`src/rtl/timebase_pkg.sv`:
```
package timebase_pkg;

  localparam int unsigned US_PER_MS_DEF = 1000;
  localparam int unsigned MS_PER_S_DEF  = 1000;

  // Returns ceil(log2(v)), never less than 1 so that a modulus-1 counter still has a bit.
  function automatic int unsigned clog2(input int unsigned v);
    int unsigned r;
    int unsigned x;
    r = 0;
    x = (v > 1) ? v - 1 : 0;
    while (x > 0) begin
      r = r + 1;
      x = x >> 1;
    end
    return (r == 0) ? 1 : r;
  endfunction

endpackage

```
`src/rtl/timebase_gen_mod_cnt.sv`:
```
module mod_cnt
  import timebase_pkg::*;
#(
  parameter int unsigned MOD = 2,
  parameter int unsigned W   = clog2(MOD),
  parameter bit          DYN = 1'b0
) (
  input  logic         clk_sys,
  input  logic         rst_n,
  input  logic         clr,
  input  logic         inc,
  input  logic [W-1:0] mod_in,
  output logic [W-1:0] cnt,
  output logic         wrap
);

  logic [W-1:0] last;
  logic         live;

  if (DYN) begin : g_dyn
    // A zero runtime modulus parks the counter at 0 and never wraps.
    assign last = mod_in - W'(1);
    assign live = |mod_in;
  end else begin : g_fix
    logic unused_mod;
    assign unused_mod = ^mod_in;
    assign last       = W'(MOD - 1);
    assign live       = 1'b1;
  end

  assign wrap = inc & live & (cnt == last);

  always_ff @(posedge clk_sys) begin
    if (!rst_n) begin
      cnt <= '0;
    end else if (clr) begin
      cnt <= '0;
    end else if (inc && live) begin
      cnt <= (cnt == last) ? '0 : cnt + 1'b1;
    end
  end

endmodule

```
`src/rtl/timebase_gen.sv`:
```
module timebase_gen
  import timebase_pkg::*;
#(
  parameter int unsigned CLK_MHZ     = 100,
  parameter int unsigned US_PER_MS   = US_PER_MS_DEF,
  parameter int unsigned MS_PER_S    = MS_PER_S_DEF,
  parameter int unsigned PRG_W       = 16,
  parameter int unsigned RST_HOLD_US = 10
) (
  input  logic             clk_sys,
  input  logic             rst_n,
  input  logic             en,
  input  logic [PRG_W-1:0] prg_period,
  input  logic             prg_load,
  output logic             pluse_us,
  output logic             pluse_ms,
  output logic             pluse_s,
  output logic             pluse_prg,
  output logic             rst_hold_n
);

  localparam int unsigned PRE_W  = clog2(CLK_MHZ);
  localparam int unsigned MS_W   = clog2(US_PER_MS);
  localparam int unsigned S_W    = clog2(MS_PER_S);
  localparam int unsigned HOLD_W = clog2(RST_HOLD_US + 1);
  localparam logic [HOLD_W-1:0] HOLD_LAST = HOLD_W'(RST_HOLD_US);

  logic [PRE_W-1:0]  pre_cnt;
  logic [MS_W-1:0]   ms_cnt;
  logic [S_W-1:0]    s_cnt;
  logic [PRG_W-1:0]  prg_cnt;
  logic [PRG_W-1:0]  prg_p;
  logic [HOLD_W-1:0] hold_cnt;

  logic raw_tick;
  logic tick_en;
  logic ms_wrap;
  logic s_wrap;
  logic prg_wrap;

  // Wraps drive the cascade; the counts themselves are not needed at this level.
  logic unused_cnt;
  assign unused_cnt = ^{pre_cnt, ms_cnt, s_cnt, prg_cnt};

  assign tick_en = raw_tick & en;

  mod_cnt #(
    .MOD (CLK_MHZ),
    .W   (PRE_W)
  ) u_pre (
    .clk_sys (clk_sys),
    .rst_n   (rst_n),
    .clr     (1'b0),
    .inc     (1'b1),
    .mod_in  ('0),
    .cnt     (pre_cnt),
    .wrap    (raw_tick)
  );

  mod_cnt #(
    .MOD (US_PER_MS),
    .W   (MS_W)
  ) u_ms (
    .clk_sys (clk_sys),
    .rst_n   (rst_n),
    .clr     (1'b0),
    .inc     (tick_en),
    .mod_in  ('0),
    .cnt     (ms_cnt),
    .wrap    (ms_wrap)
  );

  mod_cnt #(
    .MOD (MS_PER_S),
    .W   (S_W)
  ) u_s (
    .clk_sys (clk_sys),
    .rst_n   (rst_n),
    .clr     (1'b0),
    .inc     (ms_wrap),
    .mod_in  ('0),
    .cnt     (s_cnt),
    .wrap    (s_wrap)
  );

  mod_cnt #(
    .MOD (2),
    .W   (PRG_W),
    .DYN (1'b1)
  ) u_prg (
    .clk_sys (clk_sys),
    .rst_n   (rst_n),
    .clr     (prg_load),
    .inc     (tick_en),
    .mod_in  (prg_p),
    .cnt     (prg_cnt),
    .wrap    (prg_wrap)
  );

  always_ff @(posedge clk_sys) begin
    if (!rst_n) begin
      pluse_us   <= 1'b0;
      pluse_ms   <= 1'b0;
      pluse_s    <= 1'b0;
      pluse_prg  <= 1'b0;
      prg_p      <= '0;
      hold_cnt   <= '0;
      rst_hold_n <= 1'b0;
    end else begin
      pluse_us  <= tick_en;
      pluse_ms  <= ms_wrap;
      pluse_s   <= s_wrap;
      // A load on a tick restarts the period, so that tick must not fire the old one.
      pluse_prg <= prg_wrap & ~prg_load;
      if (prg_load) begin
        prg_p <= prg_period;
      end
      if (raw_tick && (hold_cnt != HOLD_LAST)) begin
        hold_cnt <= hold_cnt + 1'b1;
      end
      rst_hold_n <= (hold_cnt == HOLD_LAST);
    end
  end

endmodule

```
`config.mk`:
```
export PLATFORM = sky130hd
export DESIGN_NAME = timebase_gen
export DESIGN_NICKNAME = d
export VERILOG_FILES = /design/src/rtl/timebase_pkg.sv /design/src/rtl/timebase_gen_mod_cnt.sv /design/src/rtl/timebase_gen.sv
export SDC_FILE = /design/constraint.sdc
export NUM_CORES = 1
export LEC_CHECK = 0
export CAP_MARGIN = 10
export CORE_MARGIN = 2
export CORE_UTILIZATION = 35
export DETAILED_ROUTE_END_ITERATION = 6
export GPL_ROUTABILITY_DRIVEN = 0
export PLACE_DENSITY = 0.57
export SYNTH_ARGS = -nofsm -noshare
export SYNTH_HDL_FRONTEND = slang
export SYNTH_SLANG_ARGS = --single-unit
export TNS_END_PERCENT = 10
```
`constraint.sdc`:
```
create_clock -name clk_sys -period 4.55 [get_ports clk_sys]
set_input_delay 1.365 -clock clk_sys [delete_from_list [all_inputs] [get_ports clk_sys]]
set_output_delay 1.365 -clock clk_sys [all_outputs]
set_load 0.03 [all_outputs]
```
== Yosys cells after proc, flatten, opt, wreduce, memory -nomap -nowiden ==
Cells that the tools add are included.
Storage, ports and cells
  memory bits (writable): 0
  register bits after elaboration: 68
  memories kept: 0
  latch bits: 0
  output and inout port bits: 5
  bits of input ports: 20
  memory bits (read-only): 0
Operators by class
  eq/ne operators: 6
  shift-type cells: 0
  multiply operators: 0
  reductions and logical operators: 5
  divide/modulo/power cells: 0
  muxes and demuxes: 3
  $add $sub $neg: 6
  order comparisons: 0
  bitwise logic cells: 8
Operators by type and width (count)
  adder 10 x 1 -> 10 bit (second input constant): 2
  equality test 10 bit (second input constant): 2
  2-to-1 mux 10 bit: 2
  adder 16 x 1 -> 16 bit (second input constant): 1
  equality test 16 bit: 1
  2-to-1 mux 16 bit: 1
  OR reduction 16 bit: 1
  subtractor 16 x 1 -> 16 bit (second input constant): 1
  adder 7 x 1 -> 7 bit (second input constant): 1
  equality test 7 bit (second input constant): 1
  bitwise AND 1 bit: 6
  adder 4 x 1 -> 4 bit (second input constant): 1
  equality test 4 bit (second input constant): 1
  inequality test 4 bit (second input constant): 1
  OR reduction 2 bit: 2
  logical AND 1 bit: 2
  NOT 1 bit: 2

== Depth between registers and ports, before layout ==
  word-level depth: 5
  depth in mapped cells: 10

== By module ==
A second synthesis with hierarchy kept.
Unflattened totals
  cells, all modules: 413
  area total of the unflattened synthesis: 3676.0 µm²
By module, submodules not included
  mod_cnt at u_prg: cells an instance 183, instances 1, area each 1402.6 µm²
  timebase_gen: cells an instance 88, instances 1, area each 957.2 µm²
  mod_cnt at u_ms ...: cells an instance 53, instances 2, area each 470.5 µm²
  mod_cnt at u_pre: cells an instance 36, instances 1, area each 375.4 µm²

== Worst setup path before layout ==
Ideal clock, no wire load.
  path kind: input to register
  from: input port en
  to: register u_prg.cnt[10]
  setup time: 0.134 ns
  slack: 1.726 ns
  stages on the path: 6
  data arrival time: 2.689 ns
  cell sequence: nand3_2 -> a21oi_1 -> nand4_1 -> a2111oi_4 -> buf_6 -> nor3_1
On the way
  cells in the longest elaborated chain, start to end: 2
RTL lines
  start, declared: RTL line timebase_gen.sv:12  | input logic en,
  bitwise AND 1 bit: RTL line timebase_gen.sv:45  | assign tick_en = raw_tick & en;
  logical AND 1 bit: RTL line timebase_gen_mod_cnt.sv:38  | end else if (inc && live) begin
  end signal, assigned: RTL line timebase_gen_mod_cnt.sv:39  | cnt <= (cnt == last) ? '0 : cnt + 1'b1;
  end, declared: RTL line timebase_gen_mod_cnt.sv:13  | output logic [W-1:0] cnt,
No other way between the ends.
A chain may end at the register's enable or synchronous reset.

== Final worst setup path ==
  from: input port en
  to: register u_prg.cnt[15]
Same word-level chain as after synthesis.

==> results.tsv <==
metric	value	unit
number_of_global_route_vias_before_repair	2625	
critPathArrivalTime	3.34	ns
post_route_cells_drive_above_1_share	0.0752	
antenna_cells_inserted	0	
placeableCoreArea	9680	um2
holdCritPathClass	reg -> reg	
post-dp-hpwl	5180	um
overflow	0	
ctsResizeCount	0	
nets_final	434	
ant_nets	0	
postLayoutCoreUtil	0.418	
synth_top_area_cell	dfxtp_1	
dr_total_vias	2699	
p_per_area	321	nW/um2
cp_cell_sequence	clkdlybuf4s50_1 -> nand3_2 -> a21oi_1 -> nand4_1 -> a2111oi_4 -> buf_4 -> nor3_1	
floorplan.initialDensity	0.359	
critical_path.endpoint_type	register	
grt_antenna_before_repair	0	
cts.reportedPaths.clkPinSlew	0.08	ns
pin_count	25	
power.switching_fraction	0.248	
async_reset_ff_frac	0	
detail_route.drc_violations	0	
slew_violations	0	
internal_power	0.976	mW
report.final.setup_viol	0	
ir_worst_vdd	0.167	mV
grt_start_max_net_pins	34	
layout.cell_area.non_filler	4050	um2
placement.cell_area	3820	um2
cts_sinks	68	
tightestPinTransition	0.676	ns
area_growth	16.4	%
critical_path_class	in -> reg	
clock_tree_from_tritoncts	built	
design.die.area	10700	um2
path_max_fanout	17	
viasPerCell	4.95	
row_count	36	
drt_first_iter_violations	99	
switchingPower	0.322	mW
max-cap-violations	0	
track_usage	0.139	
seq_area_frac_synth	0.392	
postSynthRegisterBits	68	
wl_per_cell	13.0	um
clock.fmax	319	MHz
synth.net_count	412	
pwr-share-seq	0.480	
synth_cells	385	
clockRootBuffer	clkbuf_8	
die_height	104	um
ys_types	52	
synth_area_per_cell	9.02	um2
outcome	finished clean	
worst_skew_pair_latency	0.35	ns
portBuffers	24	
time_the_final_worst_path_needs_with_i_o_delays_and_setup	3.14	ns
power_frac_comb	0.088	
cts_max_path_buffers	2	
first_pass_iters	4	
worst-endpoint-required	4.75	ns
power.leakage	1.42	nW
p_clk_frac	0.431	
yosys_warnings	0	
slew_headroom	0.550	
syn-cell-area	3470	um2
grt_first_pass_wirelength	12400	um
critical_path.startpoint_type	input pin	
post_cts_repair_setup_buffers	0	
clock_skew	0.0112	ns
ys_dominant_reg_cell	dfxtp_1	
synth_edf_count	0	
hold_viol	0	
cpMaxStageDelayCell	clkdlybuf4s50_1	
layout_worst_path_cycle_share	0.689	
die_w	104	um
final.setup.tns	0	ns
setup_repair_after_global_routing_missed_its_margin	no	
post_synth_main_area_contributors	dfxtp_1, xnor2_1, mux2i_1	
synth_top_area_share	0.392	
cts_buffers	9	
cts-hold-fix-buffers	0	
detail_route.wirelength	7070	um
htree_num_levels	3	
cp_slowest_stage_delay	0.49	ns
## area by class of cell
cell class                 instances  area, um2
multi-input combinational        291       1990
clock inverter                     7        100
timing repair buffer              27        263
clock buffer                       9        124
sequential                        68       1360
fill                             992       5640
tap                              133        166
inverter                          10       37.5
## synth_stat cells, types with 10 or more instances
cell type / instances
nor2b_1: 19
nor2_1: 30
dfxtp_1: 68
nand2_1: 21
nor3_1: 31
nand4_1: 13
xor2_1: 19
mux2i_1: 17
nand3_1: 20
xnor2_1: 37
inv_1: 10
## placed cells by master (no fill, tap or decap), drive strengths merged, types with 5 or more instances in the layout
cell,n
mux2i,17
nor3,33
inv,11
or3,5
nand4,13
and3,8
dfxtp,68
xnor2,37
clkdlybuf4s50,24
clkbuf,9
ha,7
and2,9
xor2,19
a21oi,5
o21ai,6
nand2,21
nor4,10
nor2,30
nor2b,19
nand3,21
## power by group through the flow
stage	clock, mW	combinational (mW)	sequential, mW
floorplan	0	0.0895	0.628
finish	0.560	0.115	0.624
global route	0.605	0.127	0.626
global placement	0	0.114	0.637
detailed placement	0	0.116	0.638
CTS	0.575	0.116	0.624
## sequential cells by signal (all words and copies together), names as in the netlist
name        flops
prg_p          16
u_prg.cnt      16
u_ms.cnt       10
u_s.cnt        10
u_pre.cnt       7
hold_cnt        4
pluse_ms        1
pluse_prg       1
pluse_s         1
pluse_us        1
rst_hold_n      1
## path summary, 6_finish.rpt
| kind | startpoint | end | slack (ns) | cells past startpoint |
|---|---|---|---|---|
| min reg2reg | u_pre.cnt[0] | u_pre.cnt[0] | 0.46 | 1 |
| max reg2reg | prg_p[0] | u_prg.cnt[15] | 1.83 | 9 |
| min | u_pre.cnt[0] | u_pre.cnt[0] | 0.46 | 1 |
| max | en | u_prg.cnt[15] | 1.41 | 7 |
## kinds of logic (layout without fill, tap and decap cells)
logic type	after synthesis	in the layout	share of synthesized area
muxes	17	17	0.0490
buffers and inverters	26	53	0.0346
AOI/OAI and AO/OA	28	28	0.0641
and+or+nand+nor	183	183	0.294
DFF	68	68	0.392
adders and majority gates	7	7	0.0252
xor gates and xnor gates	56	56	0.141
## layer usage
metal | track usage | share of wire
met5 | 0 | 0
met1 | 0.185 | 0.50
met4 | 0.0463 | 0.013
met3 | 0.0396 | 0.035
met2 | 0.219 | 0.45
## critical path, delay by kind of cell
kind	cells	cell delay, ns
AOI/OAI and AO/OA	2	0.73
buffers and inverters	2	0.77
and+or+nand+nor	3	0.47
## per-stage QoR
stage | setup slack [ns] | hold WS [ns] | instances | power (mW)
final | 1.41 | 0.462 | 545 | 1.30
after detailed placement | 1.03 | 0.450 | 529 | 0.753
after global placement | 1.14 | 0.447 | 529 | 0.752
after CTS | 1.40 | 0.468 | 545 | 1.31
after floorplan | 1.73 | 0.430 | 385 | 0.718
after global routing | 1.29 | 0.481 | 545 | 1.36
Power figures use the tool's default switching activity.
